`config.mk`:
```
export PLATFORM = sky130hd
export DESIGN_NAME = tlp_tx_scheduler
export DESIGN_NICKNAME = d
export VERILOG_FILES = /design/src/rtl/tlp_pkg.sv /design/src/rtl/tlp_credit_counter.sv /design/src/rtl/tlp_tx_scheduler.sv
export SDC_FILE = /design/constraint.sdc
export NUM_CORES = 1
export LEC_CHECK = 0
export ABC_AREA = 1
export BUFFER_PORTS_ARGS = -buffer_cell sky130_fd_sc_hd__buf_2
export CORE_AREA = 2 2 672 674
export CTS_BUF_LIST = sky130_fd_sc_hd__clkbuf_2 sky130_fd_sc_hd__clkbuf_4 sky130_fd_sc_hd__clkbuf_8
export DETAILED_ROUTE_END_ITERATION = 7
export DIE_AREA = 0 0 674 676
export GPL_ROUTABILITY_DRIVEN = 0
export SYNTH_ARGS = -nofsm -noshare
export SYNTH_HDL_FRONTEND = slang
export SYNTH_SLANG_ARGS = --single-unit
```
`constraint.sdc`:
```
create_clock -name clk_i -period 2.5 [get_ports clk_i]
set_clock_uncertainty 0.05 [all_clocks]
set_input_delay 0.125 -clock clk_i [delete_from_list [all_inputs] [get_ports clk_i]]
set_output_delay 0.125 -clock clk_i [all_outputs]
set_load 0.1 [all_outputs]
```
`src/rtl/tlp_pkg.sv`:
```
// Shared constants and types for the TLP transmit scheduler.
// Provides header fmt/type encodings, scheduler FSM states and source identifiers.
package tlp_pkg;

  localparam logic [2:0] FMT_3DW_NODATA = 3'b000;
  localparam logic [2:0] FMT_3DW_DATA   = 3'b010;
  localparam logic [4:0] TYPE_MEM       = 5'b00000;
  localparam logic [4:0] TYPE_CPL       = 5'b01010;

  typedef enum logic {IDLE, SEND} sched_state_e;
  typedef enum logic {SRC_MEM, SRC_CPL} src_e;

endpackage

```
`src/rtl/tlp_credit_counter.sv`:
```
// Saturating up/down counter for downstream request header credits.
// Ports:
//   clk_i, rst_n_i  clock, synchronous active-low reset (reloads CREDIT_MAX)
//   dec_i           consume one credit (caller guarantees cnt_o != 0)
//   inc_i           one credit returned; saturates at CREDIT_MAX
//   cnt_o           available credits (registered)
//   zero_c          cnt_o == 0, combinational from the register
module tlp_credit_counter #(
  parameter int unsigned CREDIT_MAX = 8,
  parameter int unsigned CW         = $clog2(CREDIT_MAX + 1)
) (
  input  logic          clk_i,
  input  logic          rst_n_i,
  input  logic          dec_i,
  input  logic          inc_i,
  output logic [CW-1:0] cnt_o,
  output logic          zero_c
);

  assign zero_c = (cnt_o == '0);

  // Simultaneous consume and return cancel out.
  always_ff @(posedge clk_i) begin
    if (!rst_n_i) begin
      cnt_o <= CW'(CREDIT_MAX);
    end else begin
      case ({dec_i, inc_i})
        2'b10:   if (cnt_o != '0) cnt_o <= cnt_o - CW'(1);
        2'b01:   if (cnt_o != CW'(CREDIT_MAX)) cnt_o <= cnt_o + CW'(1);
        default: cnt_o <= cnt_o;
      endcase
    end
  end

endmodule

```
`src/rtl/tlp_tx_scheduler.sv`:
```
// Transmit-side TLP scheduler: arbitrates memory requests against completions,
// registers the winner's header and payload and holds them until accepted.
// Memory requests are gated by downstream header credits.
// Build option: TLP_TX_CPL_PRIO_EN -- completions win every tie (strict priority);
// otherwise ties are resolved round-robin.
// Ports:
//   clk_i, rst_n_i            clock, synchronous active-low reset
//   cfg_dev_id_i              own requester/completer ID
//   mem_* / cpl_*             request and completion sources (valid/ready, fields, payload)
//   credit_ret_i              one request header credit returned
//   tlp_valid_o/tlp_ready_i   handshake toward the packetizer
//   hdr_*_o, addr_o, data_o   registered TLP fields
//   credit_cnt_o              available request credits
module tlp_tx_scheduler
  import tlp_pkg::*;
#(
  parameter int unsigned CREDIT_MAX = 8,
  parameter int unsigned DATA_W     = 512,
  localparam int unsigned CW        = $clog2(CREDIT_MAX + 1)
) (
  input  logic              clk_i,
  input  logic              rst_n_i,
  input  logic [15:0]       cfg_dev_id_i,
  input  logic              mem_valid_i,
  output logic              mem_ready_o,
  input  logic              mem_wr_i,
  input  logic [2:0]        mem_tc_i,
  input  logic [9:0]        mem_length_i,
  input  logic [31:0]       mem_addr_i,
  input  logic [DATA_W-1:0] mem_data_i,
  input  logic              cpl_valid_i,
  output logic              cpl_ready_o,
  input  logic [2:0]        cpl_tc_i,
  input  logic [9:0]        cpl_length_i,
  input  logic [15:0]       cpl_req_id_i,
  input  logic [DATA_W-1:0] cpl_data_i,
  input  logic              credit_ret_i,
  output logic              tlp_valid_o,
  input  logic              tlp_ready_i,
  output logic [2:0]        hdr_fmt_o,
  output logic [4:0]        hdr_type_o,
  output logic [2:0]        hdr_tc_o,
  output logic [9:0]        hdr_length_o,
  output logic [15:0]       hdr_req_id_o,
  output logic [15:0]       hdr_cpl_id_o,
  output logic [31:0]       addr_o,
  output logic [DATA_W-1:0] data_o,
  output logic [CW-1:0]     credit_cnt_o
);

  sched_state_e state, next_state;
  logic         credit_zero;
  logic         mem_elig;
  logic         cpl_elig;

  tlp_credit_counter #(
    .CREDIT_MAX (CREDIT_MAX),
    .CW         (CW)
  ) u_credit (
    .clk_i   (clk_i),
    .rst_n_i (rst_n_i),
    .dec_i   (mem_ready_o),
    .inc_i   (credit_ret_i),
    .cnt_o   (credit_cnt_o),
    .zero_c  (credit_zero)
  );

  assign mem_elig = mem_valid_i && !credit_zero;
  assign cpl_elig = cpl_valid_i;

`ifndef TLP_TX_CPL_PRIO_EN
  src_e last_grant;

  // Remember the last winner so the other source takes the next tie.
  always_ff @(posedge clk_i) begin
    if (!rst_n_i) begin
      last_grant <= SRC_CPL;
    end else if (mem_ready_o) begin
      last_grant <= SRC_MEM;
    end else if (cpl_ready_o) begin
      last_grant <= SRC_CPL;
    end
  end
`endif

  // Next-state and one-hot grant logic.
  always_comb begin
    next_state  = state;
    mem_ready_o = 1'b0;
    cpl_ready_o = 1'b0;
    case (state)
      IDLE: begin
        if (mem_elig && cpl_elig) begin
`ifdef TLP_TX_CPL_PRIO_EN
          cpl_ready_o = 1'b1;
`else
          mem_ready_o = (last_grant == SRC_CPL);
          cpl_ready_o = (last_grant == SRC_MEM);
`endif
        end else begin
          mem_ready_o = mem_elig;
          cpl_ready_o = cpl_elig;
        end
        if (mem_ready_o || cpl_ready_o) next_state = SEND;
      end
      SEND: begin
        if (tlp_ready_i) next_state = IDLE;
      end
      default: next_state = IDLE;
    endcase
  end

  // State register and output capture; fields only change on a grant.
  always_ff @(posedge clk_i) begin
    if (!rst_n_i) begin
      state        <= IDLE;
      tlp_valid_o  <= 1'b0;
      hdr_fmt_o    <= '0;
      hdr_type_o   <= '0;
      hdr_tc_o     <= '0;
      hdr_length_o <= '0;
      hdr_req_id_o <= '0;
      hdr_cpl_id_o <= '0;
      addr_o       <= '0;
      data_o       <= '0;
    end else begin
      state       <= next_state;
      tlp_valid_o <= (next_state == SEND);
      if (mem_ready_o) begin
        hdr_fmt_o    <= mem_wr_i ? FMT_3DW_DATA : FMT_3DW_NODATA;
        hdr_type_o   <= TYPE_MEM;
        hdr_tc_o     <= mem_tc_i;
        hdr_length_o <= mem_length_i;
        hdr_req_id_o <= cfg_dev_id_i;
        hdr_cpl_id_o <= '0;
        addr_o       <= mem_addr_i & 32'hFFFF_FFFC;
        data_o       <= mem_wr_i ? mem_data_i : '0;
      end else if (cpl_ready_o) begin
        hdr_fmt_o    <= (cpl_length_i != '0) ? FMT_3DW_DATA : FMT_3DW_NODATA;
        hdr_type_o   <= TYPE_CPL;
        hdr_tc_o     <= cpl_tc_i;
        hdr_length_o <= cpl_length_i;
        hdr_req_id_o <= cpl_req_id_i;
        hdr_cpl_id_o <= cfg_dev_id_i;
        addr_o       <= '0;
        data_o       <= (cpl_length_i != '0) ? cpl_data_i : '0;
      end
    end
  end

endmodule
```
==> impl_metrics.ini, run 1 <==
[clocking]
htree_levels = 3
clk_root_buffer_cell = clkbuf_8
numClockSinks = 595
cts_inserted_buffers = 125
cts.path.max_buffers = 4

[die]
die_height_um = 676
initial_core_util = 0.0859
core.rowCount = 246
top_level_ports = 1725
chip_width_um = 674

[run_status]
stop_stage = global routing (5_1_grt)
outcome = aborted with a tool error
error_message = [ERROR GRT-0116] Global routing finished with congestion. Check the congestion regions in the DRC Viewer.

[logic_synthesis]
ys_warn_count = 0
synthesis.instances = 6596
mappedNetlistArea_um2 = 38500
synth.distinct_cells = 26
proportion_of_synthesized_chip_area_in_sequential_cells = 0.310
yosys_register_bits = 595
syn_avg_cell_area_um2 = 5.83

[global_routing]
track_usage = 0.179
largest_net_degree_at_the_start_of_global_routing = 109
grt_pass1_wl_um = 542000
global_route.overflow_total = 5
first_global_vias = 59300

[placed_design]
buffer_ports.inserted = 1715
pre_cts_ws_ps = 205
dp_hpwl_um = 347000
placed_cells = 13900
## metrics by stage
stage,utilization,instance area (um2),TNS [ps]
global placement,0.121,54300,0
CTS,0.168,75200,-133
floorplan,-,38500,0
detailed placement,0.121,54300,0
## logic make-up after synthesis
group           Yosys count  share of synthesized area
xor+xnor                  2                   0.000455
fa+ha+maj                 5                    0.00182
other cells               1                  0.0000975
simple gates           3835                      0.463
flops                   595                      0.310
buf+inv                2075                      0.214
compound gates           83                     0.0108
## layer usage
metal  GRT usage  overflow
met1       0.183         0
met2       0.270         2
met3       0.114         0
met4       0.115         3
met5      0.0224         0
## cells in the mapped netlist
cell / instances / area (um2)
a21oi_1: 75 / 375
buf_1: 41 / 154
buf_2: 222 / 1110
buf_4: 43 / 323
buf_6: 2 / 22.5
clkbuf_1: 188 / 706
clkinv_1: 297 / 1110
conb_1: 1 / 3.75
dfxtp_1: 595 / 11900
fa_1: 1 / 20.0
ha_1: 4 / 50.1
inv_1: 1278 / 4800
inv_2: 4 / 15.0
nand2_1: 2186 / 8210
nand2_2: 2 / 12.5
nand2_4: 2 / 22.5
nand3_1: 1081 / 5410
nand3_4: 2 / 35.0
nand3b_1: 513 / 3850
nand4_1: 27 / 169
nor2_1: 17 / 63.8
nor2_2: 3 / 18.8
nor2_8: 1 / 20.0
nor3_1: 1 / 5.00
o21ai_0: 8 / 40.0
xor2_1: 2 / 17.5
## what timing repair did
item	in CTS
pin swaps	4
hold buffers	1783
setup endpoints to repair	4
cloned	2
buffers inserted	15
endpoints found under the hold margin	595
resized for setup	15
==> run 2, diff against run 1 <==
--- a/config.mk
+++ b/config.mk
@@ -8,10 +8,10 @@
 export ABC_AREA = 1
 export BUFFER_PORTS_ARGS = -buffer_cell sky130_fd_sc_hd__buf_2
 export CORE_AREA = 2 2 672 674
-export CTS_BUF_LIST = sky130_fd_sc_hd__clkbuf_2 sky130_fd_sc_hd__clkbuf_4 sky130_fd_sc_hd__clkbuf_8
 export DETAILED_ROUTE_END_ITERATION = 7
 export DIE_AREA = 0 0 674 676
 export GPL_ROUTABILITY_DRIVEN = 0
+export PLACE_DENSITY_LB_ADDON = 0.15
 export SYNTH_ARGS = -nofsm -noshare
 export SYNTH_HDL_FRONTEND = slang
 export SYNTH_SLANG_ARGS = --single-unit
==> constraint.sdc (replaced) <==
create_clock -name clk_i -period 3.2 [get_ports clk_i]
set_clock_uncertainty 0.05 [all_clocks]
set_input_delay 0.16 -clock clk_i [delete_from_list [all_inputs] [get_ports clk_i]]
set_output_delay 0.16 -clock clk_i [all_outputs]
set_load 0.1 [all_outputs]
==> run 2 against run 1 <==
Effect of this change: the flow now finishes without violations; synthesized cell count did not move; synthesized area did not move.
==> impl_metrics.ini, run 2 <==
[run_status]
outcome = finished clean

[placed_design]
place_area_um2 = 54500
dp_hpwl_um = 282000
placed_cells = 14000
buffer_ports.inserted = 1715
pre_cts_ws_ps = 343

[logic_synthesis]
synthArstFlopShare = 0
yosysMostFrequentCell = nand2_1
yosys-top-cells-area = dfxtp_1 (31%), nand2_1 (21%), nand3_1 (14%)
yosys_register_bits = 595
synth-edff-count = 0
ys_warn_count = 0
largest_family_of_logic_cells_by_synthesized_area = simple AND/OR/NAND/NOR gates
synth_ff_type = dfxtp_1
synth.top_cells.by_count = nand2_1 (2,186), inv_1 (1,278), nand3_1 (1,081)
mappedNetlistArea_um2 = 38500
synth-adder-area-share = 0.00182
muxShareOfSynthArea = 0
synth-simple-area-share = 0.463
synth-compound-area-share = 0.0108
synth_top_area_cell = dfxtp_1
post_synth_xor_area_fraction = 0.000455
synth_top_cell_area_share = 0.310
synth.distinct_cells = 26
synthesis.instances = 6596
proportion_of_synthesized_chip_area_in_sequential_cells = 0.310
syn_avg_cell_area_um2 = 5.83

[global_routing]
global_route.overflow_total = 0
antenna_violations_before_repair = 153
track_usage = 0.144
first_global_vias = 50900
grt_pass1_wl_um = 451000
largest_net_degree_at_the_start_of_global_routing = 127

[power_and_ir_drop]
peak_vdd_ir_v = 0.000515
clockPowerShare = 0.203
switching_power_total_w = 0.0336
power_report.internal_total_w = 0.0260
power_density_nw_per_um2 = 851
pwr-share-comb = 0.621
total_leakage_power_nw = 38.6
switching_part_of_the_total_power = 0.564
design_power_total_w = 0.0596
seq_power_share = 0.176

[critical_path]
crit-reg2reg-launch = u_credit.cnt_o[3]$_SDFFE_PN1P_
critPathBufInv = 5
worstReg2RegEnd = data_o[190]$_SDFFE_PN0P_
critPathCaptureType = flip-flop
required_ps = 3920
setup.worst_path.start_class = flip-flop
worst_path_dominant_cell_family = buffers and inverters
worst-path-max-fanout = 31
cp_common_cell = nand2_1
timing.critical_path.slowest_stage_cell = dlygate4sd3_1
max_stage_delay_ps = 550
worst_setup_path_endpoint = data_o[190]$_SDFFE_PN0P_
crit_type = reg2reg
critical_path_data_arrival_time_ps = 3730
ff2ff_setup_slack_ps = 190
cp_cell_sequence = nor2_2 -> nand2_4 -> nand3_4 -> inv_16 -> buf_12 -> buf_4 -> nand2_1 -> nand3_1 -> dlygate4sd3_1 -> nand2_1 -> inv_1
cp_num_cells = 11
crit_start = u_credit.cnt_o[3]$_SDFFE_PN1P_
r2r_cell_count = 11

[die]
initial_core_util = 0.0859
die_height_um = 676
fp.coreArea_um2 = 448000
core.rowCount = 246
top_level_ports = 1725
die-area_um2 = 456000
chip_width_um = 674

[clocking]
clk_root_buffer_cell = clkbuf_16
numClockSinks = 595
cts_inserted_buffers = 103
cts.path.max_buffers = 4
cts_tree = done
worstSkewPairLatency_ps = 830
htree_levels = 3
register_clock_pin_slew_on_the_reported_worst_setup_and_hold_paths_ps = 60

[cells_and_area]
number_of_flip_flops_in_the_largest_register = 512
nets = 10400
finalInstanceArea_um2 = 70000
largest_registers = data_o: 512 flops, addr_o: 30 flops
largest_register = data_o
final_cell_count_no_fill = 15400
final_layout_size_suffix_gt1_frac = 0.223
most-common-layout-cells = nand2_1 (2,186), buf_2 (1,712), inv_1 (1,277)
area_growth_pct = 82.0
mostFrequentLayoutCell = nand2_1

[sta]
slew_viol_final = 0
tightestPinTransition_ps = 988
final_period_utilization = 0.940
final_number_of_hold_violating_endpoints = 0
worst_slew_margin_rel = 0.342
postLayoutSetupSlackWorst_ps = 191
final.min_clock_period_ps = 3010
setup_viol = 0
fmax_mhz = 332
grt_setup_unrepaired = true

[routing]
drt_pre_antenna_iters = 6
drt_drc_violations_left = 0
detail_route.iter0.violations = 3130
drtAntennaViolNets = 0
totalWireLength_um = 344000
detail_route.vias_per_cell = 3.36
detail_route.wl_per_cell_um = 22.3
route.vias.total = 51700

[flow_run]
timing.max_cap.violations = 0

[hold_path]
holdCritPathClass = in2reg
run 2: final cells by class:
| class | count | area [um2] |
|---|---|---|
| clock inverter | 39 | 532 |
| clock buffer | 147 | 2980 |
| multi-input combinational | 3932 | 18400 |
| inverter | 1579 | 5950 |
| sequential | 595 | 11900 |
| tap | 5952 | 7450 |
| timing repair buffer | 3080 | 22600 |
| fill | 52900 | 378000 |
| antenna | 79 | 198 |
run 2: worst reg2reg max path: stages (launching register included):
cell           delay, ps
dfxtp_1              470
nor2_2               110
nand2_4              110
nand3_4              180
inv_16               230
buf_12               220
buf_4                410
nand2_1              350
nand3_1              190
dlygate4sd3_1        550
nand2_1               50
inv_1                 40
run 2: cells by family after synthesis:
kind of cell / after synthesis
other cells: 1
xor+xnor: 2
compound gates: 83
simple gates: 3835
fa+ha+maj: 5
flops: 595
buf+inv: 2075
run 2: worst min path at each step:
stage | startpoint | to | slack, ps | depth (start not counted)
after floorplan | cfg_dev_id_i[0] | hdr_cpl_id_o[0]$_SDFFE_PP0P_ | 250 | 2
after global placement | mem_addr_i[17] | addr_o[17]$_SDFFE_PN0P_ | 380 | 3
after detailed placement | mem_addr_i[11] | addr_o[11]$_SDFFE_PN0P_ | 370 | 3
after CTS | cfg_dev_id_i[8] | hdr_cpl_id_o[8]$_SDFFE_PP0P_ | 0.3 | 4
after global routing | mem_addr_i[20] | addr_o[20]$_SDFFE_PN0P_ | 60 | 4
final | mem_addr_i[20] | addr_o[20]$_SDFFE_PN0P_ | 100 | 4
run 2: metal layers:
metal | track usage | part of all wire | vias to the layer above
li1 | - | - | 25100
met1 | 0.181 | 0.43 | 24400
met2 | 0.245 | 0.47 | 1702
met3 | 0.0339 | 0.068 | 441
met4 | 0.0377 | 0.032 | 54
met5 | 0 | 0.00099 | -
run 2: power groups by stage:
| stage | combinational (W) | clock [W] | sequential (W) |
|---|---|---|---|
| finish | 0.0370 | 0.0121 | 0.0105 |
| global route | 0.0392 | 0.0129 | 0.0107 |
| CTS | 0.0375 | 0.0127 | 0.0105 |
| detailed placement | 0.0343 | 0 | 0.0106 |
| global placement | 0.0345 | 0 | 0.0106 |
| floorplan | 0.0100 | 0 | 0.0252 |
run 2: metrics by stage:
stage                     setup TNS [ps]  utilization  hold slack (ps)
after detailed placement               0        0.122              370
after CTS                              0        0.156            0.257
after global placement                 0        0.122              375
after global routing               -40.1        0.156             59.7
final                                  0        0.156             95.5
after floorplan                        0            -              255
run 2: repair_timing:
item	CTS	global route
buffers inserted	3	0
resized for setup	2	2
pin swaps	1	1
hold endpoints to repair	593	0
hold buffers	1174	0
endpoints found under the setup margin	1	62
No activity file was read; power rests on OpenSTA's default activity.
